## src/rtl/pong_button_conditioner_if.sv

```systemverilog
// Paddle button bundle between the board pins and the conditioner.
// master drives the raw pins and receives the conditioned outputs; slave is the conditioner side.
interface pong_button_conditioner_if;
  logic [3:0] p_btn_raw;
  logic [3:0] p_btn_level;
  logic [3:0] p_btn_press;
  logic [3:0] p_btn_step;

  modport master (output p_btn_raw, input p_btn_level, input p_btn_press, input p_btn_step);
  modport slave  (input p_btn_raw, output p_btn_level, output p_btn_press, output p_btn_step);
endinterface

```

## src/rtl/pong_button_conditioner.sv

```systemverilog
// Four-channel paddle button conditioner: sync, debounce, press edge, per-player conflict mask.
// Optional hold-to-repeat is built only when the macro AUTO_REPEAT_EN is defined.
//
// state  | meaning
// IDLE   | button released or press not yet seen; waiting for a press
// DELAY  | held; counting the initial delay before the first repeat step
// REPEAT | held; emitting a step every REPEAT_RATE cycles
module pong_button_conditioner #(
  parameter int DEBOUNCE_CYCLES = 120000,
  parameter int CNT_W           = 17,
  parameter int REPEAT_DELAY    = 6000000,
  parameter int REPEAT_RATE     = 1500000,
  parameter int RPT_W           = 23
) (
  input  logic                        p_clk12,
  input  logic                        p_rst,
  pong_button_conditioner_if.slave    btnIf
);

  if (DEBOUNCE_CYCLES < 2 || DEBOUNCE_CYCLES > 2**CNT_W ||
      REPEAT_RATE < 2 || REPEAT_DELAY < 1 || REPEAT_DELAY > 2**RPT_W) begin : gBadParams
    $error("pong_button_conditioner: illegal parameter combination");
  end

  logic [3:0]       syncS1, syncS2;
  logic [3:0]       level, press, step;
  logic [CNT_W-1:0] cnt    [4];
  logic [CNT_W-1:0] cntNxt [4];
  logic [3:0]       levelNxt, pressNxt, stepRaw, stepNxt;

  // Debounce: the level only moves after DEBOUNCE_CYCLES consecutive disagreeing samples.
  always_comb begin
    levelNxt = level;
    for (int i = 0; i < 4; i++) begin
      cntNxt[i] = '0;
      if (syncS2[i] != level[i]) begin
        if (cnt[i] == CNT_W'(DEBOUNCE_CYCLES - 1)) begin
          levelNxt[i] = syncS2[i];
        end else begin
          cntNxt[i] = cnt[i] + 1'b1;
        end
      end
    end
  end

  assign pressNxt = levelNxt & ~level;

  // Mask against the level that will be visible alongside the step, so a player
  // holding both directions never moves, including on the cycle both rise together.
  assign stepNxt = stepRaw & ~{ {2{levelNxt[2] & levelNxt[3]}}, {2{levelNxt[0] & levelNxt[1]}} };

  always_ff @(posedge p_clk12) begin
    if (p_rst) begin
      syncS1 <= '0;
      syncS2 <= '0;
      level  <= '0;
      press  <= '0;
      step   <= '0;
      for (int i = 0; i < 4; i++) cnt[i] <= '0;
    end else begin
      syncS1 <= btnIf.p_btn_raw;
      syncS2 <= syncS1;
      level  <= levelNxt;
      press  <= pressNxt;
      step   <= stepNxt;
      for (int i = 0; i < 4; i++) cnt[i] <= cntNxt[i];
    end
  end

`ifdef AUTO_REPEAT_EN
  typedef enum logic [1:0] {IDLE, DELAY, REPEAT} rptState_t;

  rptState_t        state    [4];
  rptState_t        stateNxt [4];
  logic [RPT_W-1:0] tmr      [4];
  logic [RPT_W-1:0] tmrNxt   [4];

  always_ff @(posedge p_clk12) begin
    if (p_rst) begin
      for (int i = 0; i < 4; i++) begin
        state[i] <= IDLE;
        tmr[i]   <= '0;
      end
    end else begin
      for (int i = 0; i < 4; i++) begin
        state[i] <= stateNxt[i];
        tmr[i]   <= tmrNxt[i];
      end
    end
  end

  // Release is tested first so the cycle the level drops never carries a step.
  always_comb begin
    for (int i = 0; i < 4; i++) begin
      stateNxt[i] = state[i];
      tmrNxt[i]   = tmr[i];
      case (state[i])
        IDLE: begin
          if (pressNxt[i]) begin
            stateNxt[i] = DELAY;
            tmrNxt[i]   = '0;
          end
        end
        DELAY: begin
          if (!levelNxt[i]) begin
            stateNxt[i] = IDLE;
          end else if (tmr[i] == RPT_W'(REPEAT_DELAY - 1)) begin
            stateNxt[i] = REPEAT;
            tmrNxt[i]   = '0;
          end else begin
            tmrNxt[i] = tmr[i] + 1'b1;
          end
        end
        REPEAT: begin
          if (!levelNxt[i]) begin
            stateNxt[i] = IDLE;
          end else if (tmr[i] == RPT_W'(REPEAT_RATE - 1)) begin
            tmrNxt[i] = '0;
          end else begin
            tmrNxt[i] = tmr[i] + 1'b1;
          end
        end
        default: begin
          stateNxt[i] = IDLE;
          tmrNxt[i]   = '0;
        end
      endcase
    end
  end

  always_comb begin
    stepRaw = '0;
    for (int i = 0; i < 4; i++) begin
      case (state[i])
        IDLE:    stepRaw[i] = pressNxt[i];
        DELAY:   stepRaw[i] = levelNxt[i] && (tmr[i] == RPT_W'(REPEAT_DELAY - 1));
        REPEAT:  stepRaw[i] = levelNxt[i] && (tmr[i] == RPT_W'(REPEAT_RATE - 1));
        default: stepRaw[i] = 1'b0;
      endcase
    end
  end
`else
  assign stepRaw = pressNxt;
`endif

  assign btnIf.p_btn_level = level;
  assign btnIf.p_btn_press = press;
  assign btnIf.p_btn_step  = step;

endmodule
```

## src/flat_wrapper.sv

```systemverilog
// flat-port wrapper written by rule: the top's interface ports become plain ports
module pong_button_conditioner_flat 
#(
  parameter int DEBOUNCE_CYCLES = 120000,
  parameter int CNT_W           = 17,
  parameter int REPEAT_DELAY    = 6000000,
  parameter int REPEAT_RATE     = 1500000,
  parameter int RPT_W           = 23
)
  (p_clk12, p_rst, btnIf_p_btn_raw, btnIf_p_btn_level, btnIf_p_btn_press, btnIf_p_btn_step);
  pong_button_conditioner_if btnIf_i ();
  input  logic p_clk12;
  input  logic p_rst;
  input wire logic [$bits(btnIf_i.p_btn_raw)-1:0] btnIf_p_btn_raw;
  output wire logic [$bits(btnIf_i.p_btn_level)-1:0] btnIf_p_btn_level;
  output wire logic [$bits(btnIf_i.p_btn_press)-1:0] btnIf_p_btn_press;
  output wire logic [$bits(btnIf_i.p_btn_step)-1:0] btnIf_p_btn_step;
  assign btnIf_i.p_btn_raw = btnIf_p_btn_raw;
  assign btnIf_p_btn_level = btnIf_i.p_btn_level;
  assign btnIf_p_btn_press = btnIf_i.p_btn_press;
  assign btnIf_p_btn_step = btnIf_i.p_btn_step;
  pong_button_conditioner #(.DEBOUNCE_CYCLES(DEBOUNCE_CYCLES), .CNT_W(CNT_W), .REPEAT_DELAY(REPEAT_DELAY), .REPEAT_RATE(REPEAT_RATE), .RPT_W(RPT_W)) u_core (.p_clk12(p_clk12), .p_rst(p_rst), .btnIf(btnIf_i));
endmodule
```

## config.mk

```make
export PLATFORM = sky130hd
export DESIGN_NAME = pong_button_conditioner_flat
export DESIGN_NICKNAME = d
export VERILOG_FILES = /design/src/rtl/pong_button_conditioner_if.sv /design/src/rtl/pong_button_conditioner.sv /design/src/flat_wrapper.sv
export SDC_FILE = /design/constraint.sdc
export NUM_CORES = 1
export LEC_CHECK = 0
export ABC_AREA = 1
export BUFFER_PORTS_ARGS = -buffer_cell sky130_fd_sc_hd__clkbuf_2
export CORE_MARGIN = 1.5
export CORE_UTILIZATION = 25
export CTS_BUF_LIST = sky130_fd_sc_hd__clkbuf_8
export CTS_CLUSTER_DIAMETER = 200
export DETAILED_ROUTE_END_ITERATION = 7
export GPL_ROUTABILITY_DRIVEN = 1
export HOLD_SLACK_MARGIN = 0.02
export PLACE_DENSITY = 0.44
export RECOVER_POWER = 100
export SLEW_MARGIN = 25
export SYNTH_ARGS = -nofsm -noshare
export SYNTH_HDL_FRONTEND = slang
export SYNTH_SLANG_ARGS = --single-unit
```

## constraint.sdc

```tcl
create_clock -name p_clk12 -period 3.1 [get_ports p_clk12]
set_input_delay 0.465 -clock p_clk12 [delete_from_list [all_inputs] [get_ports p_clk12]]
set_output_delay 0.465 -clock p_clk12 [all_outputs]
set_load 0.01 [all_outputs]
```

======== Word-level counts from Yosys, hierarchy flattened ========
Memory sizes are Yosys's and may differ from the RTL's.
Cells that the tools add are included.
operators by class
  add/sub/neg operators ................... 4
  multiplexer cells ....................... 23
  equal/unequal tests ..................... 8
  bitwise gates (word level) .............. 10
operators with widths
  cell                     count
  $mux W17                 12
  $add A17 B1 Y17 const B  4
  $eq A17 B17 Y1 const B   4
  $mux W1                  11
  $and A4 B4 Y4            2
  $not A4 Y4               2
  $ne A1 B1 Y1             4
  $or A1 B1 Y1             4
  $and A1 B1 Y1            2
word-level totals
  input bits .............................. 6
  output and inout bits ................... 12
  word-level logic and storage cells ...... 51
  memories kept ........................... 1
  RAM bits ................................ 68
  bits in registers ....................... 20
memories
  memory      depth  bits a word  rd ports  clocked after Yosys merged registers in  wr ports  RTL line                       text
  u_core.cnt  4      17           4         0                                        4         pong_button_conditioner.sv:27  logic [CNT_W-1:0] cnt [4];

======== Logic depth before layout (Yosys ltp) ========
Gate-level depths: netlist (run 1).
  depth in word-level cells ............... 6
  gate-level depth with buffers ........... 9

======== Worst setup path after synthesis (run 1) ========
No wires, ideal clock.
  path kind ............................... register to register
  from .................................... mem u_core.cnt[2][0] (netlist: u_core.cnt[0][34])
  to ...................................... mem u_core.cnt[2][9] (netlist: u_core.cnt[0][43])
  setup time .............................. 0.115 ns
  arrival time ............................ 1.284 ns
  period minus slack after synthesis ...... 1.399 ns
  path buffers ............................ 1
  slack ................................... 1.701 ns
  data required time ...................... 2.985 ns
  stages on the path, launching flop included .. 10
  cells stage by stage .................... dfxtp_1 -> ha_1 -> nand2_2 -> nor2_8 -> inv_2 -> nor2_4 -> nand3_2 -> nand2_4 -> buf_12 -> nor2_2
RTL lines
  what         RTL line
  from (decl)  pong_button_conditioner.sv:27

==> impl_results.md, run 1 <==
* Status: finished, final reports clean
* H-tree depth at 3
* CP max FO at 17
* DRC at 0
* Sequential-to-total area share from yosys stat at 42.1%
* Placer Congestion at 0.843
* Final Non-Filler Cells at 843
* CTS Root Cell: clkbuf_8
* Sequential share of power at 56.1%
* Cells after Synth at 595
* Combinational family with the most area after synthesis: simple AND/OR/NAND/NOR gates
* Switching power at 0.467 mW
* Switch share at 23.0%
* Hold Fails Final Rpt at 0
* Pre-CTS setup slack at 1.39 ns
* Net count, final at 628
* Critical Path Max Stage Delay at 0.58 ns
* All-Layer GR Usage at 11.4%
* First-pass GRT wire length at 16000 um
* Post-CTS Setup Bufs at 0
* Post-Syn Nets at 605
* Final antenna-violating net count at 0
* Layout cells sized above 1 at 7.54%
* Static Leakage at 1.45 nW
* Finish-stage setup viols at 0
* # resized after CTS at 0
* Mux contribution to synthesized area at 0%
* P&R area growth vs syn at 10.5%
* Crit path max-delay cell type: nand2_1
* R2r endpoint: u_core.cnt[0][48]$_SDFF_PP0_
* Req. time, crit path at 3.32 ns
* Arr. time, crit path at 2.39 ns
* Site Rows at 47
* Chip height at 132 um
* Reg-to-Reg Start: u_core.cnt[0][34]$_SDFF_PP0_
* Ant diodes at 0
* Power share of the combinational group at 1.2%
* Worst relative slew slack at 48.5%
* Clock-pin slew on the worst setup and hold paths at 0.10 ns
* Pwr Density at 439 nW/um^2
* First DRT Iteration DRCs at 211
* Worst setup SP type: flop
* Design Power at 2.03 mW
* CP endpoint: u_core.cnt[0][48]$_SDFF_PP0_
* Routed wire length at 9170 um
* Die W at 132 um
* Yosys reg bits at 88
* Synth Area in XOR/XNOR at 2.93%
* Total number of vias at 3648
* Worst-Skew Late Latency at 0.38 ns
* Synthesized area per cell at 7.03 um^2
* Period minus WS final at 2.17 ns
* Largest net degree at the start of global routing at 18
* Top_reg_cell synth: dfxtp_1
* Yosys cell types at 27
* Crit Path Class: reg -> reg
* Reg2Reg Setup Slack at 0.93 ns
* CTS tree: done
* Core footprint at 16500 um^2
* Synth top area cells: dfxtp_1 42%, nand2_1 12%, inv_1 7.7%
* FMAX at 460 MHz
* Max_cap viols at 0
* Buf/Inv on CP at 1
* Drt pass-1 iters at 4
* Worst r2r path cells at 8
* CP cell instances: ha_1, nand2_1, nor2_1, inv_2, nor2_1, nand3_2, nand2_1, a21oi_1
* Critical Path Source: u_core.cnt[0][34]$_SDFF_PP0_
* Synth warn at 0
* Fin crit share at 70.1%
* Worst setup EP type: flop
* Vias in the first global route at 3484
* Worst hold-check path type: in -> reg
* Final Slew Violations at 0
* Clock skew at 0.0155 ns
* CTS Buf Count at 9
* Clock power frac at 42.7%
* DP Cell Count at 827
* CP delay by family, top: simple AND/OR/NAND/NOR gates
* Setup TNS at 0 ns
* Most common cell in the netlist: nand2_1
* WP depth at 8
* Initial antenna violation count at 0
* Yosys top cell area share at 42.1%
* Worst setup margin at 0.928 ns
* Simple-Gate Fraction of Synth Area at 37.6%
* Synth area leader: dfxtp_1
* Synthesized cell area at 4180 um^2
* Cell internal pwr at 1.56 mW
* Max IR drop VDD at 180 uV
* Drt wl/cell at 10.9 um
* GRT Residual Overflow at 0
* RSZ-0062 raised after global routing: no
* Synth Area in Compound Gates at 6.73%
* CTS Sinks at 88
* Most instantiated cells after synthesis: 129 x nand2_1, 88 x dfxtp_1, 86 x inv_1
* DR vias/cell at 4.33
* Synth Area in Adders at 1.20%
* I/O Pins at 18
* Initial Utilization at 25.4%
* DP Wirelength at 6770 um
* Die area at 17500 um^2
* Slew @ Worst Pin at 0.771 ns
* EDFF count, synth at 0
* IO Port Bufs at 17
* Worst-case clock buffer depth at 2
* Post-cts hold buffer count at 0
* Ys async rst share at 0%
* Hold Crit Start: btnIf_p_btn_raw[2]
* Fin util at 28.1%
-- area by class of cell --
| cell class | count | area [um^2] |
|---|---|---|
| fillers | 1831 | 11800 |
| clock inverters | 5 | 62.6 |
| flip-flops and latches | 88 | 1760 |
| well taps | 220 | 275 |
| repair buffers | 17 | 68.8 |
| multi-input cells | 411 | 1960 |
| clock buffers | 11 | 151 |
| inverters | 91 | 342 |
-- routing by layer --
| metal | GRT usage [%] | wire (um) |
|---|---|---|
| met2 | 18.1 | 4030 |
| met1 | 14.2 | 4630 |
| met4 | 4.33 | 125 |
| met3 | 4.15 | 392 |
| met5 | 0 | 0 |
-- placed cells by master (no fill, tap or decap), types with 9 or more instances in the layout --
cell	n
xor2_1	9
nor2_1	89
nor3_1	25
inv_1	86
o21ai_0	10
clkbuf_1	13
nand2_1	134
dfxtp_1	88
nand4_1	31
a21oi_1	45
clkbuf_8	11
nand3_1	34
nor2_2	13
-- state kept, by name, indices dropped and copies added, names as in the netlist --
name                      count
u_core.cnt                   68
u_core.btnIf.p_btn_level      4
u_core.btnIf.p_btn_press      4
u_core.btnIf.p_btn_step       4
u_core.syncS1                 4
u_core.syncS2                 4
-- worst min-delay path, cell delays in order --
cell      delay (ns)
clkbuf_2        0.09
inv_1           0.05
nor2_1          0.03
-- power by group through the flow --
stage	clock, mW	combinational, mW	sequential [mW]
global placement	0	0.0257	1.17
global route	0.959	0.0285	1.14
detailed placement	0	0.0261	1.17
CTS	0.913	0.0261	1.14
floorplan	0	0.0195	1.17
finish	0.867	0.0237	1.14
-- metrics by stage --
stage	hold slack [ns]	area [um^2]
final	0.289	4620
after global routing	0.281	4620
after global placement	0.392	4490
after floorplan	0.388	4180
after CTS	0.271	4700
after detailed placement	0.393	4490
-- how the worst min path moves through the flow --
stage                     depth (start not counted)                          end
final                                             3  u_core.syncS1[2]$_SDFF_PP0_
after global routing                              3  u_core.syncS1[2]$_SDFF_PP0_
after CTS                                         3  u_core.syncS1[2]$_SDFF_PP0_
after detailed placement                          2  u_core.syncS2[1]$_SDFF_PP0_
after global placement                            2  u_core.syncS2[1]$_SDFF_PP0_
after floorplan                                   2  u_core.syncS2[0]$_SDFF_PP0_
-- cell families (layout without fill, tap and decap cells) --
logic type,Yosys count,in the layout
AND/OR/NAND/NOR,337,337
XOR/XNOR,14,14
AO/OA/AOI/OAI,56,56
buffers and inverters,96,124
flip-flops,88,88
adder cells (fa/ha/maj),4,4
Power figures use the tool's default switching activity.
==> inputs of run 2 (changes only) <==
--- a/config.mk
+++ b/config.mk
@@ -5,7 +5,7 @@
 export SDC_FILE = /design/constraint.sdc
 export NUM_CORES = 1
 export LEC_CHECK = 0
-export ABC_AREA = 1
+export ABC_AREA = 0
 export BUFFER_PORTS_ARGS = -buffer_cell sky130_fd_sc_hd__clkbuf_2
 export CORE_MARGIN = 1.5
 export CORE_UTILIZATION = 25
==> constraint.sdc (replaced) <==
create_clock -name p_clk12 -period 2.2 [get_ports p_clk12]
set_input_delay 0.33 -clock p_clk12 [delete_from_list [all_inputs] [get_ports p_clk12]]
set_output_delay 0.33 -clock p_clk12 [all_outputs]
set_load 0.01 [all_outputs]
==> impl_results.md, run 2 <==
* GRT met3 Usage at 3.02%
* Fin crit share at 86.3%
* Synthesized area per cell at 9.08 um^2
* Yosys reg bits at 88
* Worst Hold End: u_core.syncS1[0]$_SDFF_PP0_
* Crit path max-delay cell type: clkbuf_1
* Initial Utilization at 25.8%
* EDFF count, synth at 0
* Worst hold-check path type: in -> reg
* CTS tree: done
* Most frequent cells in the layout: 88 x dfxtp_1, 78 x nor2_1, 43 x xnor2_1
* Core footprint at 14600 um^2
* Synth Area in Compound Gates at 2.46%
* Pre-CTS setup slack at 0.344 ns
* Yosys cell types at 45
* Static Leakage at 1.25 nW
* Status: finished, final reports clean
* Max IR drop VDD at 255 uV
* Total number of vias at 2826
* Ys async rst share at 0%
* Fin util at 29.2%
* Chip height at 126 um
* First-pass GRT wire length at 12900 um
* Global routing usage on met1 at 13.1%
* Worst relative slew slack at 53.0%
* Clock-pin slew on the worst setup and hold paths at 0.08 ns
* Top_reg_cell synth: dfxtp_1
* Hold Fails Final Rpt at 0
* Worst setup SP type: flop
* WHS at 0.168 ns
* Worst-case clock buffer depth at 2
* Most common cell in the netlist: dfxtp_1
* Reg2Reg Setup Slack at 0.30 ns
* R2r endpoint: u_core.cnt[0][24]$_SDFF_PP0_
* Arr. time, crit path at 2.13 ns
* Top Usage Layer GRT: met2
* DRC at 0
* Reg-to-Reg Start: u_core.cnt[0][24]$_SDFF_PP0_
* Worst-Skew Late Latency at 0.37 ns
* Yosys top cell area share at 46.8%
* Worst r2r path cells at 5
* Most common cell after layout, fill and taps aside: dfxtp_1
* CTS Sinks at 88
* Max reg flops at 68
* Worst setup margin at 0.302 ns
* I/O Pins at 18
* Net count, final at 447
* Combinational family with the most area after synthesis: simple AND/OR/NAND/NOR gates
* Final Non-Filler Cells at 625
* Drt pass-1 iters at 4
* Simple-Gate Fraction of Synth Area at 32.0%
* Routed wire length at 7520 um
* DR vias/cell at 4.52
* Met2 GRT Util at 15.4%
* H-tree depth at 3
* Sequential-to-total area share from yosys stat at 46.8%
* Synth top area cells: dfxtp_1 47%, xnor2_1 10%, nor2_1 7.8%
* Slew @ Worst Pin at 0.705 ns
* Req. time, crit path at 2.43 ns
* DP Wirelength at 5140 um
* Crit Path Class: reg -> reg
* P&R area growth vs syn at 13.1%
* CTS Root Cell: clkbuf_8
* Most instantiated cells after synthesis: 88 x dfxtp_1, 78 x nor2_1, 43 x xnor2_1
* Max_cap viols at 0
* Setup TNS at 0 ns
* Synth Area in XOR/XNOR at 13.7%
* Synth area leader: dfxtp_1
* CP cell instances: nor4bb_1, nand3_1, o21ai_1, clkbuf_1, nor2_1
* Placer Congestion at 0.742
* Post-Syn Nets at 424
* RSZ-0062 raised after global routing: no
* Worst setup EP type: flop
* Largest net degree at the start of global routing at 18
* Post-cts hold buffer count at 0
* Critical Path Source: u_core.cnt[0][24]$_SDFF_PP0_
* Mux contribution to synthesized area at 0.798%
* All-Layer GR Usage at 10.1%
* Cells after Synth at 414
* Reg with most FFs: u_core.cnt
* First DRT Iteration DRCs at 199
* # resized after CTS at 0
* GRT Residual Overflow at 0
* Period minus WS final at 1.90 ns
* Post-CTS Setup Bufs at 0
* Synth warn at 0
* Ant diodes at 0
* Final antenna-violating net count at 0
* IO Port Bufs at 17
* Final Slew Violations at 0
* Vias in the first global route at 2734
* CTS Buf Count at 9
* Drt wl/cell at 12.0 um
* DP Cell Count at 610
* Pwr Density at 701 nW/um^2
* Initial antenna violation count at 0
* Die area at 15800 um^2
* Hold Crit Start: btnIf_p_btn_raw[0]
* Critical Path Max Stage Delay at 0.55 ns
* FMAX at 527 MHz
* Layout cells sized above 1 at 6.58%
* CP max FO at 16
* Filler cell count at 1545
* Site Rows at 44
* Finish-stage setup viols at 0
* Clock skew at 0.00841 ns
* Synth Area in Adders at 1.33%
* Worst hold stages at 2
* Die W at 126 um
* Synthesized cell area at 3760 um^2
run 2: cell types whose count changed after synthesis, moves of 15 or more:
cell / previous run / this run
inv_1: 86 / 10
xnor2_1: 5 / 43
nor2_2: 15 / 0
a21oi_1: 45 / 5
nand2_1: 129 / 18
nor4_1: 0 / 17
run 2: through the flow:
step	total power, mW	cell area [um^2]
after floorplan	1.67	3760
after global placement	1.68	4060
after detailed placement	1.68	4060
after CTS	3.03	4300
after global routing	3.10	4250
final	2.98	4250
run 2: logic make-up (layout without fill, tap and decap cells):
kind of cell	after synthesis	count (layout)
and+or+nand+nor	224	224
DFF	88	88
xor gates and xnor gates	59	59
buffers and inverters	22	49
AOI/OAI and AO/OA	14	14
adders and majority gates	4	4
muxes	3	3
run 2: worst max-delay path by stage:
stage	depth (start not counted)	end	slack, ns
2_1_floorplan	7	u_core.cnt[0][23]$_SDFF_PP0_	0.53
3_3_place_gp	5	u_core.btnIf.p_btn_step[1]$_SDFF_PP0_	0.44
3_5_place_dp	5	u_core.btnIf.p_btn_step[1]$_SDFF_PP0_	0.34
4_1_cts	5	u_core.btnIf.p_btn_step[1]$_SDFF_PP0_	0.34
5_1_grt	6	u_core.cnt[0][20]$_SDFF_PP0_	0.09
6_report	5	u_core.cnt[0][24]$_SDFF_PP0_	0.30
run 2: cell type report:
type,count,area [um^2],area share [%]
clock buffer,10,138,3.24
clock inverter,5,97.6,2.29
inverter,10,37.5,0.883
multi-input combinational,304,1880,44.3
sequential,88,1760,41.4
tap,184,230,5.41
timing repair buffer,24,105,2.47
run 2: critical path, delay by kind of cell (launching register included):
| kind | cells | cell delay, ns |
|---|---|---|
| AOI/OAI and AO/OA | 1 | 0.16 |
| and+or+nand+nor | 3 | 0.66 |
| buffers and inverters | 1 | 0.55 |
| DFF | 1 | 0.40 |
run 2: where the power goes:
part	internal (mW)	switching (mW)
sequential	1.60	0.00510
clock	0.772	0.567
combinational	0.0131	0.0223
total	2.38	0.594
run 2: metal layers:
layer  up-vias  part of all wire, %
met3         7                  3.2
met5         -                    0
li1       1480                    -
met4         0                  1.7
met1      1310                   51
met2        29                   44
